**src/rtl/sram_scan_master.sv**
```systemverilog
// Tester-side scan driver for the SRAM scan test chip: target reset, {addr,cnt,write}
// header, then write bytes shifted out or read bytes captured from scan_out, LSB first.
module sram_scan_master #(
    parameter int N_ADDR  = 12,
    parameter int N_CNT   = 13,
    parameter int N_DATA  = 8,
    parameter int RST_CYC = 4,
    parameter int RD_LAT  = 2
) (
    input  logic              clk_1,
    input  logic              rst_n_sync,
    input  logic              cmd_valid,
    output logic              cmd_ready,
    input  logic              cmd_write,
    input  logic [N_ADDR-1:0] cmd_addr,
    input  logic [N_CNT-2:0]  cmd_cnt,
    input  logic              wdata_valid,
    output logic              wdata_ready,
    input  logic [N_DATA-1:0] wdata,
    output logic              rdata_valid,
    output logic [N_DATA-1:0] rdata,
    input  logic              abort,
    output logic              busy,
    output logic              done,
    output logic              underrun,
    output logic              scan_rst_n,
    output logic              scan_in,
    input  logic              scan_out
);

    localparam int HDR_LEN = N_ADDR + N_CNT;
    localparam int CW      = $clog2(HDR_LEN + RST_CYC + RD_LAT + N_DATA);

    localparam logic [CW-1:0]      TRST_LAST = CW'(RST_CYC - 1);
    localparam logic [CW-1:0]      HDR_LAST  = CW'(HDR_LEN - 1);
    localparam logic [CW-1:0]      BYTE_LAST = CW'(N_DATA - 1);
    localparam logic [CW-1:0]      SKIP_LAST = CW'(RD_LAT - 1);
    localparam logic [CW-1:0]      BIT_ONE   = CW'(1);
    localparam logic [N_CNT-2:0]   WORD_ONE  = (N_CNT-1)'(1);

    typedef enum logic [2:0] {
        S_IDLE,
        S_TRST,
        S_HDR,
        S_WDATA,
        S_RSKIP,
        S_RDATA,
        S_DONE
    } state_t;

    state_t               state;
    logic [CW-1:0]        bit_cnt;
    logic [N_CNT-2:0]     word_cnt;
    logic [HDR_LEN-1:0]   hdr_sr;
    logic [N_DATA-1:0]    data_sr;
    logic                 is_write;
    logic                 accept;
    logic [N_DATA-1:0]    load_byte;
    logic [N_DATA-1:0]    rd_shift;

    // abort wins over a simultaneous command request, so the handshake is withheld.
    assign cmd_ready   = (state == S_IDLE) && !abort;
    assign accept      = cmd_valid && cmd_ready;
    assign wdata_ready = !abort && (bit_cnt == '0) &&
                         ((state == S_HDR && is_write) || (state == S_WDATA && word_cnt != '0));
    // A missing write byte is replaced by zeros; the scan line never stalls.
    assign load_byte   = wdata_valid ? wdata : '0;
    assign rd_shift    = {scan_out, data_sr[N_DATA-1:1]};

    // NOTE: all state uses non-blocking assignments so every branch sees pre-edge values.
    always_ff @(posedge clk_1 or negedge rst_n_sync) begin
        if (!rst_n_sync) begin
            state       <= S_IDLE;
            bit_cnt     <= '0;
            word_cnt    <= '0;
            hdr_sr      <= '0;
            data_sr     <= '0;
            is_write    <= 1'b0;
            busy        <= 1'b0;
            done        <= 1'b0;
            underrun    <= 1'b0;
            rdata_valid <= 1'b0;
            rdata       <= '0;
            scan_rst_n  <= 1'b0;
            scan_in     <= 1'b0;
        end else begin
            done        <= 1'b0;
            underrun    <= 1'b0;
            rdata_valid <= 1'b0;
            if (state != S_IDLE && abort) begin
                state      <= S_IDLE;
                busy       <= 1'b0;
                scan_rst_n <= 1'b0;
                scan_in    <= 1'b0;
            end else begin
                case (state)
                    S_IDLE: begin
                        if (accept) begin
                            state    <= S_TRST;
                            busy     <= 1'b1;
                            hdr_sr   <= {cmd_addr, cmd_cnt, cmd_write};
                            word_cnt <= cmd_cnt;
                            is_write <= cmd_write;
                            bit_cnt  <= TRST_LAST;
                        end
                    end
                    S_TRST: begin
                        if (bit_cnt == '0) begin
                            state      <= S_HDR;
                            bit_cnt    <= HDR_LAST;
                            scan_rst_n <= 1'b1;
                            scan_in    <= hdr_sr[0];
                            hdr_sr     <= hdr_sr >> 1;
                        end else begin
                            bit_cnt <= bit_cnt - BIT_ONE;
                        end
                    end
                    S_HDR: begin
                        if (bit_cnt != '0) begin
                            scan_in <= hdr_sr[0];
                            hdr_sr  <= hdr_sr >> 1;
                            bit_cnt <= bit_cnt - BIT_ONE;
                        end else if (is_write) begin
                            state    <= S_WDATA;
                            bit_cnt  <= BYTE_LAST;
                            scan_in  <= load_byte[0];
                            data_sr  <= load_byte >> 1;
                            underrun <= !wdata_valid;
                        end else begin
                            state   <= S_RSKIP;
                            bit_cnt <= SKIP_LAST;
                            scan_in <= 1'b0;
                        end
                    end
                    S_WDATA: begin
                        if (bit_cnt != '0) begin
                            scan_in <= data_sr[0];
                            data_sr <= data_sr >> 1;
                            bit_cnt <= bit_cnt - BIT_ONE;
                        end else if (word_cnt == '0) begin
                            state      <= S_DONE;
                            done       <= 1'b1;
                            scan_rst_n <= 1'b0;
                            scan_in    <= 1'b0;
                        end else begin
                            word_cnt <= word_cnt - WORD_ONE;
                            bit_cnt  <= BYTE_LAST;
                            scan_in  <= load_byte[0];
                            data_sr  <= load_byte >> 1;
                            underrun <= !wdata_valid;
                        end
                    end
                    S_RSKIP: begin
                        if (bit_cnt == '0) begin
                            state   <= S_RDATA;
                            bit_cnt <= BYTE_LAST;
                        end else begin
                            bit_cnt <= bit_cnt - BIT_ONE;
                        end
                    end
                    S_RDATA: begin
                        data_sr <= rd_shift;
                        if (bit_cnt != '0) begin
                            bit_cnt <= bit_cnt - BIT_ONE;
                        end else begin
                            rdata       <= rd_shift;
                            rdata_valid <= 1'b1;
                            if (word_cnt == '0) begin
                                state      <= S_DONE;
                                done       <= 1'b1;
                                scan_rst_n <= 1'b0;
                            end else begin
                                word_cnt <= word_cnt - WORD_ONE;
                                bit_cnt  <= BYTE_LAST;
                            end
                        end
                    end
                    S_DONE: begin
                        state <= S_IDLE;
                        busy  <= 1'b0;
                    end
                    default: begin
                        state <= S_IDLE;
                        busy  <= 1'b0;
                    end
                endcase
            end
        end
    end

endmodule

```
**config.mk**
```make
export PLATFORM = sky130hd
export DESIGN_NAME = sram_scan_master
export DESIGN_NICKNAME = d
export VERILOG_FILES = /design/src/rtl/sram_scan_master.sv
export SDC_FILE = /design/constraint.sdc
export NUM_CORES = 1
export LEC_CHECK = 0
export CAP_MARGIN = 15
export CORE_ASPECT_RATIO = 1.4
export CORE_MARGIN = 2
export CORE_UTILIZATION = 41
export DETAILED_ROUTE_END_ITERATION = 8
export GPL_TIMING_DRIVEN = 0
export HOLD_SLACK_MARGIN = 0.02
export PLACE_DENSITY = 0.62
export SETUP_SLACK_MARGIN = 0.15
export SLEW_MARGIN = 10
export SYNTH_ARGS = -nofsm -noshare
export SYNTH_HDL_FRONTEND = slang
export SYNTH_SLANG_ARGS = --single-unit
```
**constraint.sdc**
```tcl
create_clock -name clk_1 -period 4.9 [get_ports clk_1]
set_input_delay 0.98 -clock clk_1 [delete_from_list [all_inputs] [get_ports clk_1]]
set_output_delay 0.98 -clock clk_1 [all_outputs]
set_load 0.05 [all_outputs]
```
# Word-level counts from Yosys, hierarchy flattened

Index checks and enable logic that the tools add are counted.

Add/subtract/negate cells: 2
Equality and inequality tests: 21
Multiplexer cells: 59
Bitwise logic cells: 2
Reduce and logical (&&, ||, !) cells: 34

Operators by type and width:

| operator                                            | count |
|---|---|
| two-way mux 25 bit                                  | 3 |
| case mux 25 bit (3 select lines)                    | 1 |
| two-way mux 8 bit                                   | 5 |
| two-way mux 12 bit                                  | 3 |
| two-way mux 6 bit                                   | 6 |
| case mux 6 bit (5 select lines)                     | 1 |
| two-way mux 3 bit                                   | 9 |
| two-way mux 1 bit                                   | 24 |
| case mux 12 bit (2 select lines)                    | 1 |
| case mux 8 bit (3 select lines)                     | 1 |
| != test 3 bit (second input constant)               | 6 |
| case mux 3 bit (5 select lines)                     | 1 |
| AND reduction 5 bit                                 | 3 |
| zero test 12 bit                                    | 1 |
| != test 2 bit (second input constant)               | 6 |
| nonzero test 12 bit                                 | 1 |
| nonzero test 3 bit                                  | 4 |
| subtractor 12 x 1 -> 12 bit (second input constant) | 1 |
| AND reduction 4 bit                                 | 2 |
| logical AND 1 bit                                   | 7 |
| == test 3 x 2 -> 1 bit (second input constant)      | 2 |
| == test 3 bit (second input constant)               | 2 |
| zero test 6 bit                                     | 1 |
| case mux 1 bit (2 select lines)                     | 3 |
| 19 further kinds                                    | 24 |

Bits in registers: 69
Input port bits: 39

# Longest topological paths before layout

Depth in word-level cells: 6
Gate-level depth with buffers: 9

# Worst setup path before layout

Ideal clock, no wire load.

Kind: input -> output
Start point: input port abort
End point: output port wdata_ready
Arrival: 3690 ps
Data required time: 3920 ps
Path slack: 230 ps
Stages: 4
Path buffers: 1
Path through: buf_2 -> inv_1 -> nand2_1 -> a2111oi_0

Word-level cells in the longest chain between the ends: 3

Ends and longest elaborated chain:

| item                            | RTL line | source |
|---|---|---|
| from (decl)                     | 22       | `input logic abort,` |
| zero test 1 bit                 | 64       | `assign wdata_ready = !abort && (bit_cnt == '0) &&` |
| logical AND 1 bit (2 in series) | 64       |  |
| to (decl)                       | 18       | `output logic wdata_ready,` |

Every way passes these cells.

# Worst setup path in the final report

Start point: register bit_cnt[0]
End point: output port wdata_ready

Word-level cells in the longest chain between the ends: 3

Ends and longest elaborated chain:

| item                            | RTL line | source |
|---|---|---|
| from (decl)                     | 52       | `logic [CW-1:0] bit_cnt;` |
| from (signal assigned)          | 115      | `bit_cnt <= bit_cnt - BIT_ONE;` |
| from (signal assigned)          | 122      | `bit_cnt <= bit_cnt - BIT_ONE;` |
| from (signal assigned)          | 139      | `bit_cnt <= bit_cnt - BIT_ONE;` |
| zero test 6 bit                 | 64       |  |
| logical AND 1 bit (2 in series) | 64       |  |

Every way passes these cells.

==> out/qor.yml <==
rsz0062_at_grt: "no"
row_count: 42
powerDensity_nw_per_um2: 640
ys_seq_area_share_pct: 44.6
ioPinCount: 55
drtPass1Iterations: 5
setup.worst_path.start_class: "flip-flop"
grt-ovfl-total: 0
tritoncts: "yes"
ys_top_cells_by_area: "dfrtp_1 45%, mux2i_1 9.0%, a21oi_1 5.6%"
peakVddDrop_v: 0.000254
clk_latency_ns: 0.33
grt_max_degree: 42
syn_area_um2: 3870
clk_pin_slew_ns: 0.06
ys_types: 59
syn-num-nets: 455
cts-hold-fix-buffers: 0
crit_arrival_ns: 3.17
fin_nets: 520
routed_wl_um: 10100
final_max_slew_viol_count: 0
cts-resized-gates: 0
period_minus_slack_ns: 4.15
groute.usage.overall_pct: 20.2
postRouteAntennaNets: 0
ys.flop_type: "dfrtp_1"
drt_iter0_markers: 245
finalHoldViolCount: 0
clkSinkCount: 69
grt_pass1_wl_um: 16200
ys_warn_count: 0
r2r-start: "word_cnt[7]"
grt_pass1_vias: 3304
hp-class: "flip-flop to flip-flop"
post_drt_via_cell_ratio: 5.73
startpoint: "bit_cnt[0]"
drc_errors: 0
p_leak_nw: 2.08
synth.most_common_cell: "dfrtp_1"
synth_edf_count: 0
setup_viol_count_final: 0
worstMarginPinSlew_ns: 0.979
synthCells: 413
fin_setup_tns_ns: 0
initial_core_util_pct: 41.6
worstHoldPathCells: 2
die_w_um: 86.1
cts.path.max_buffers: 2
cp.required_ns: 3.92
dpl-instance-area_um2: 4550
wl_per_cell_um: 17.0
fmaxAchievable_mhz: 241
skew_ns: 0.00430
crit_type: "flip-flop to output pin"
reg2reg_to: "word_cnt[1]"
drive_gt1_share_pct: 10.1
r2r_setup_slack_ns: 2.04
async_flop_share_pct: 100
die-area_um2: 10200
fill_cells: 868
ys_ff_latch: 69
synth_top_area_share_pct: 44.6
cts_root_buf: "clkbuf_16"
io_buffers: 52
holdPathEnd: "rdata[6]"
yosys.area.top_type: "dfrtp_1"
cap_viol_max_count: 0
critPathMaxFanout: 10
vias: 3400
post-cts-setup-buffers: 0
diodes: 0
die_h_um: 119
end_kind: "output pin"
relSlewSlack_pct: 34.8
syn_area_per_cell_um2: 9.37
coreArea_um2: 9300
yosys-top-cells-count: "69 x dfrtp_1, 43 x a21oi_1, 39 x nor2_1"
r2r_cells: 6
antenna_found_initial: 0
synthToLayoutAreaGrowth_pct: 25.3
hold_start: "rdata[6]"
final_cell_area_um2: 4850
status: "completed"
h-tree-depth: 3
gp_congestion: 0.887
cts_buffers: 9
dp_hpwl_um: 7420
finalCritPeriodShare_pct: 84.7
==> layer usage <==
layer | up-vias | track usage, % | share of wire [%]
met5 | - | 0 | 0
met4 | 0 | 10.6 | 3.0
met3 | 24 | 4.09 | 4.6
met2 | 115 | 32.8 | 51
met1 | 1623 | 24.9 | 42
li1 | 1638 | - | -
==> final cells by class <==
type	instances	area, um^2	area share (%)
Clock buffer	9	225	4.64
Sequential cell	69	1730	35.6
Clock inverter	7	73.8	1.52
Inverter	12	45.0	0.928
Timing Repair Buffer	54	543	11.2
Buffer	29	124	2.55
Tap cell	110	138	2.84
Multi-Input combinational cell	303	1980	40.7
==> kinds of logic (layout without fill, tap and decap cells) <==
family                     after synthesis  after routing  synth area share (%)
buffers and inverters                   41            111                  4.36
adders and majority gates                3              3                 0.970
muxes                                   45             45                  12.0
xor gates and xnor gates                 2              2                 0.453
and+or+nand+nor                        141            141                  18.7
AOI/OAI and AO/OA                      112            112                  19.0
DFF                                     69             69                  44.6
==> layout by cell type, fill, tap and decap left out, types with 3 or more instances in the layout <==
master           synthesis  routed
mux2i_1                 35      35
o311ai_0                 3       3
a21oi_1                 43      43
nand3b_1                 3       3
o31ai_1                  3       3
inv_1                   12      12
ha_1                     3       3
mux2_2                  10      10
o21ai_0                 17      17
dfrtp_1                 69      69
o32ai_1                  3       3
o21ai_1                  3       3
nor4_1                   6       6
buf_2                    6       7
clkbuf_16                0       9
nand2_1                 35      35
or4_1                    4       4
a2bb2oi_1                3       3
nand2b_1                 4       4
nand3_1                 10      10
and2_1                   5       5
clkdlybuf4s50_1          0      51
o22ai_1                  8       8
nor3_1                   9       9
a31oi_1                  5       5
clkbuf_1                21      21
nand4_1                  6       6
nor2_1                  39      39
nor2b_1                  5       5
==> through the flow <==
step / std cells / worst slack (ns) / hold WS [ns] / power [mW] / util [%]
2_1_floorplan: 413 / 0.230 / 0.470 / 2.05 / -
3_3_place_gp: 575 / 0.438 / 0.460 / 2.41 / 48.7
3_5_place_dp: 577 / 1.12 / 0.469 / 2.45 / 49.0
4_1_cts: 593 / 0.758 / 0.483 / 3.11 / 52.2
5_1_grt: 593 / 0.562 / 0.509 / 3.31 / 52.2
6_report: 593 / 0.750 / 0.475 / 3.11 / 52.2
==> worst max path at each step <==
stage,slack [ns],cells past startpoint,endpoint
2_1_floorplan,0.23,4,wdata_ready
5_1_grt,0.56,6,wdata_ready
6_report,0.75,6,wdata_ready
3_5_place_dp,1.12,6,wdata_ready
3_3_place_gp,0.44,1,hdr_sr[16]
4_1_cts,0.76,6,wdata_ready
==> flip-flops by register name, summed over array words and instances, names as in the netlist <==
signal and cells:
bit_cnt 6, busy 1, data_sr 8, done 1, hdr_sr 25, is_write 1, rdata 8, rdata_valid 1
scan_in 1, scan_rst_n 1, state 3, underrun 1, word_cnt 12
==> power by group <==
part	total [mW]	switching [mW]	leakage, nW	internal (mW)
clock network	0.650	0.255	0.146	0.395
registers	0.990	0.178	0.833	0.812
logic	1.46	0.880	1.10	0.584
==> critical path, stage by stage, from the launching register on <==
cell	delay (ns)
dfrtp_1	0.42
inv_1	0.07
ha_1	0.17
nor3b_2	0.40
nand2_2	0.27
a2111oi_0	0.59
clkdlybuf4s50_1	0.91
No activity file was read; power rests on OpenSTA's default activity.
==> RTL edit 1 (same flow settings) <==
Re-encode `state_t` (7 states) as one-hot, 7 bits wide.
--- a/src/rtl/sram_scan_master.sv
+++ b/src/rtl/sram_scan_master.sv
@@ -38,14 +38,14 @@
     localparam logic [CW-1:0]      BIT_ONE   = CW'(1);
     localparam logic [N_CNT-2:0]   WORD_ONE  = (N_CNT-1)'(1);
 
-    typedef enum logic [2:0] {
-        S_IDLE,
-        S_TRST,
-        S_HDR,
-        S_WDATA,
-        S_RSKIP,
-        S_RDATA,
-        S_DONE
+    typedef enum logic [6:0] {
+        S_IDLE  = 7'b0000001,
+        S_TRST  = 7'b0000010,
+        S_HDR   = 7'b0000100,
+        S_WDATA = 7'b0001000,
+        S_RSKIP = 7'b0010000,
+        S_RDATA = 7'b0100000,
+        S_DONE  = 7'b1000000
     } state_t;
 
     state_t               state;
Behaviour: same outputs for any inputs over 10 cycles, from zero or initial values and one cycle with rst_n_sync low; not proved beyond that.
==> RTL edit 1 against the unedited design <==
Synthesized area increased by 9.4%. Register-to-register slack improved by 0.17 ns. Sequential cell count increased by 4. Setup slack got worse by 0.15 ns. Cell area increased by 8.7%. Core utilization increased by 0.56 points. Power decreased by 19%. Via count increased by 7.0%. Sequential power decreased by 7.3%. Clock skew increased by 0.0019 ns. Wire length increased by 8.1%. Final cell count increased by 11%. Global-route usage decreased by 0.059 points. Largest cell class unchanged.
==> RTL edit 1: results (changes against the unedited design) <==
status=finished, final reports clean; buffering overhead=12.5% (-1.2 points); Sw Share=34.8% (-7.5 points); vias in the first global route=3653 (+11%); Adder-Cell Fraction of Synth Area=1.18% (+0.21 points); register area=0.00183 mm^2 (+5.9%); Non-clock buffers=76 (-8.4%); Filler cells=952 (+9.7%); placed inst area=0.00494 mm^2 (+8.5%); Clock buf/inv share=6.19% (+0.026 points); most numerous cell in the Yosys netlist=nand2_1; combinational power share=35.1% (-12 points); placed instance count=643 (+11%); CP max stage delay=0.82 ns (-0.09 ns); area grow syn2layout=24.6%; cells after synthesis=455 (+10%); multi-input logic portion of the cell area=42.2% (+1.4 points); placer congestion estimate=0.900 (+1.5%); Seq cells post-synth=73 (+5.8%); Lkg Pwr=2.37 nW (+14%); routed length per instance=16.5 um (-2.9%); initial drt markers=143 (-42%); Mapped Nets=498 (+9.5%); most frequent cells after synthesis=95 x nand2_1, 72 x dfrtp_1, 37 x mux2_2, 29 x nor2_1, 21 x o21ai_0; Compound-Gate Fraction of Synth Area=15.9% (-3.0 points); All-Layer GR Usage=20.1% (-0.059 points); Synth Area in XOR/XNOR=0.620% (+0.17 points); Worst VDD drop=0.294 mV (+16%); layout cells sized above 1=17.1% (+7.0 points); Non-clock inverters=18 (+6); metal1 wirelength=4370 um (+4.2%); Yosys cell types=67 (+14%); met3 wire len=409 um (-11%); Seq pwr share=36.4% (+4.5 points); largest net degree at the start of global routing=41 (-2.4%); M1 GR Usage=22.9% (-2.0 points); first-pass GRT wire length=18000 um (+11%); Layout Skew=0.00624 ns (+0.00194 ns); Pwr Total=0.00253 W (-19%); proportion of synthesized area in mux cells=13.5% (+1.5 points); Total Wirelength=10900 um (+8.1%); Post-Place Worst Slack=1.01 ns (-0.107 ns); crit path DAT=3.32 ns (+0.15 ns); Synth area leaders=dfrtp_1 43%, mux2_2 9.8%, nand2_1 8.4%, mux2i_1 3.3%, nor2_1 2.6%; nets@finish=563 (+8.3%); Slew @ Worst Pin=0.910 ns (-0.0687 ns); dpl hpwl=8230 um (+11%); Met2 Wirelength=5780 um (+13%)
RTL edit 1: cell types whose count changed in the layout (fill, tap and decap cells not counted), moves of 5 or more:
cell / change
clkbuf_1: -11
nor2_1: -10
nor2b_1: -5
o22ai_1: -6
mux2i_1: -21
a21oi_1: -26
nand2_1: +60
mux2_2: +27
inv_1: +6
RTL edit 1: worst paths after layout:
check | from | to | slack (ns) | cells after the start
min | data_sr[7] | rdata[6] | 0.51 | 1
min reg2reg | data_sr[7] | rdata[6] | 0.51 | 1
max reg2reg | state[2] | hdr_sr[4] | 2.21 | 7
max in group asynchronous | rst_n_sync | state[0] | 3.70 | 2
min in group asynchronous | rst_n_sync | hdr_sr[9] | 0.58 | 1
max | state[3] | wdata_ready | 0.60 | 6
RTL edit 1: cell families after synthesis:
family	after synthesis
DFF	73
buffers and inverters	40
adders and majority gates	4
and+or+nand+nor	187
muxes	52
AOI/OAI and AO/OA	96
xor gates and xnor gates	3
==> RTL edit 2 (config.mk and constraints unchanged) <==
Made on the original files. Change the parameter `N_CNT` from 13 to 14.
--- a/src/rtl/sram_scan_master.sv
+++ b/src/rtl/sram_scan_master.sv
@@ -2,7 +2,7 @@
 // header, then write bytes shifted out or read bytes captured from scan_out, LSB first.
 module sram_scan_master #(
     parameter int N_ADDR  = 12,
-    parameter int N_CNT   = 13,
+    parameter int N_CNT   = 14,
     parameter int N_DATA  = 8,
     parameter int RST_CYC = 4,
     parameter int RD_LAT  = 2
Interface: changed (resized cmd_cnt); port bits go from 55 to 56. No check against the original RTL was run, so the function may have changed too.
==> RTL edit 2 against the unedited design <==
Count of clock-buffer cells in the layout rose by 2. Synthesized area rose by 2.3%. Cell area rose by 2.8%. Register-to-register slack improved by 0.10 ns. Clock skew rose by 0.0016 ns. Setup slack improved by 0.13 ns. Wire length rose by 4.1%. Power rose by 5.3%. First-iteration DRC count rose by 53%. Non-clock buffer count fell by 4. Sequential cell count rose by 2. Critical path type unchanged.
==> RTL edit 2: results (changes against the unedited design) <==
routed length per instance=17.2 um (+1.5%); largest fanout on the critical path=10 (unchanged); Lkg Pwr=2.13 nW (+2.4%); Yosys cell types=62 (+5.1%); Post-Place Worst Slack=1.00 ns (-0.117 ns); Synth area leaders=dfrtp_1 45%, mux2i_1 9.3%, a21oi_1 6.2%, nor2_1 4.3%, nand2_1 3.4%; buffering overhead=13.4% (-0.35 points); Syn Area/Cell=9.28 um^2 (-1.0%); proportion of synthesized area in mux cells=11.9% (-0.051 points); placer congestion estimate=0.922 (+3.9%); dpl hpwl=7600 um (+2.4%); initial drt markers=375 (+53%); layout cells sized above 1=9.04% (-1.1 points); register-to-register setup slack=2.14 ns (+0.10 ns); Total Wirelength=10500 um (+4.1%); diodes inserted=0 (unchanged); crit path DAT=3.04 ns (-0.13 ns); Clock buf/inv share=6.50% (+0.33 points); most frequent cells after synthesis=71 x dfrtp_1, 49 x a21oi_1, 45 x nor2_1, 37 x mux2i_1, 36 x nand2_1; vias in the first global route=3471 (+5.1%); htree depth=3 (unchanged); placed instance count=592 (+2.6%); Worst Slack Setup Final=0.878 ns (+0.128 ns); CTS Buf Count=9 (unchanged); All-Layer GR Usage=21.2% (+1.0 points); Met2 Wirelength=5160 um (+1.0%); sequential portion of the cell area=35.6% (about the same); first-pass GRT wire length=17400 um (+7.2%); Placeable Area=0.00941 mm^2 (+1.1%); Filler cells=854 (-1.6%); I/O Buffers=54 (+3.8%); largest net degree at the start of global routing=49 (+17%); Core Util, Final=53.0% (+0.87 points); Adder-Cell Fraction of Synth Area=0.948% (-0.022 points); nets@finish=536 (+3.1%); metal1 wirelength=4490 um (+7.1%); multi-input gates=316 (+4.3%); Synth Area in XOR/XNOR=0.442% (-0.010 points); Worst VDD drop=0.263 mV (+3.3%); placed inst area=0.00466 mm^2 (+2.4%); Multi-input gate area=0.00202 mm^2 (+2.3%); routed vias=3582 (+5.4%); Top Registers=hdr_sr (26), word_cnt (13); met3 wire len=591 um (+29%); status=finished, final reports clean; Compound-Gate Fraction of Synth Area=19.7% (+0.71 points); count of clock buffers in the final design=11 (+2); Post-synth ARST share=100% (unchanged); Hold WS=0.497 ns (+0.0220 ns); Non-clock inverters=16 (+4); Sw Share=42.0% (-0.26 points); Slew headroom=45.2% (+10 points); Layout Skew=0.00590 ns (+0.00160 ns); Non-clock buffers=79 (-4.8%); Sink Count=71 (+2.9%); Mapped Nets=470 (+3.3%); sequential area share after synthesis=44.9% (+0.25 points)
-- RTL edit 2: worst paths after layout --
| path | from | end | depth (start not counted) |
|---|---|---|---|
| worst min-delay path | rdata[4] | rdata[4] | 2 |
| worst max-delay path | bit_cnt[0] | wdata_ready | 6 |
| worst min register to register | rdata[4] | rdata[4] | 2 |
| worst max register to register | bit_cnt[0] | bit_cnt[5] | 6 |
| max in group asynchronous | rst_n_sync | state[1] | 2 |
| min in group asynchronous | rst_n_sync | rdata[5] | 1 |
-- RTL edit 2: routing by layer --
| layer | up-vias | track usage (%) |
|---|---|---|
| li1 | 1703 | - |
| met1 | 1707 | 27.7 |
| met2 | 150 | 34.1 |
| met3 | 22 | 4.30 |
| met4 | 0 | 8.50 |
| met5 | - | 0 |
-- RTL edit 2: power groups by stage --
stage | Sequential, W | Combinational (W) | Clock (W)
after floorplan | 0.00104 | 0.00110 | 0
after global placement | 0.00101 | 0.00151 | 0
after detailed placement | 0.00102 | 0.00153 | 0
after CTS | 0.00101 | 0.00154 | 0.000730
after global routing | 0.00104 | 0.00171 | 0.000757
final | 0.00101 | 0.00155 | 0.000714
-- RTL edit 2: cells by family after synthesis --
| logic type | after synthesis |
|---|---|
| fa+ha+maj | 3 |
| xor+xnor | 2 |
| flops | 71 |
| simple gates | 145 |
| mux | 46 |
| compound gates | 120 |
| buf+inv | 40 |
-- RTL edit 2: worst max-delay path, cell delays in order, from the launching register on --
cell             delay, ns
dfrtp_1               0.41
inv_1                 0.07
ha_1                  0.27
clkbuf_1              0.46
nand2_1               0.38
nor3_1                0.28
clkdlybuf4s50_1       0.83
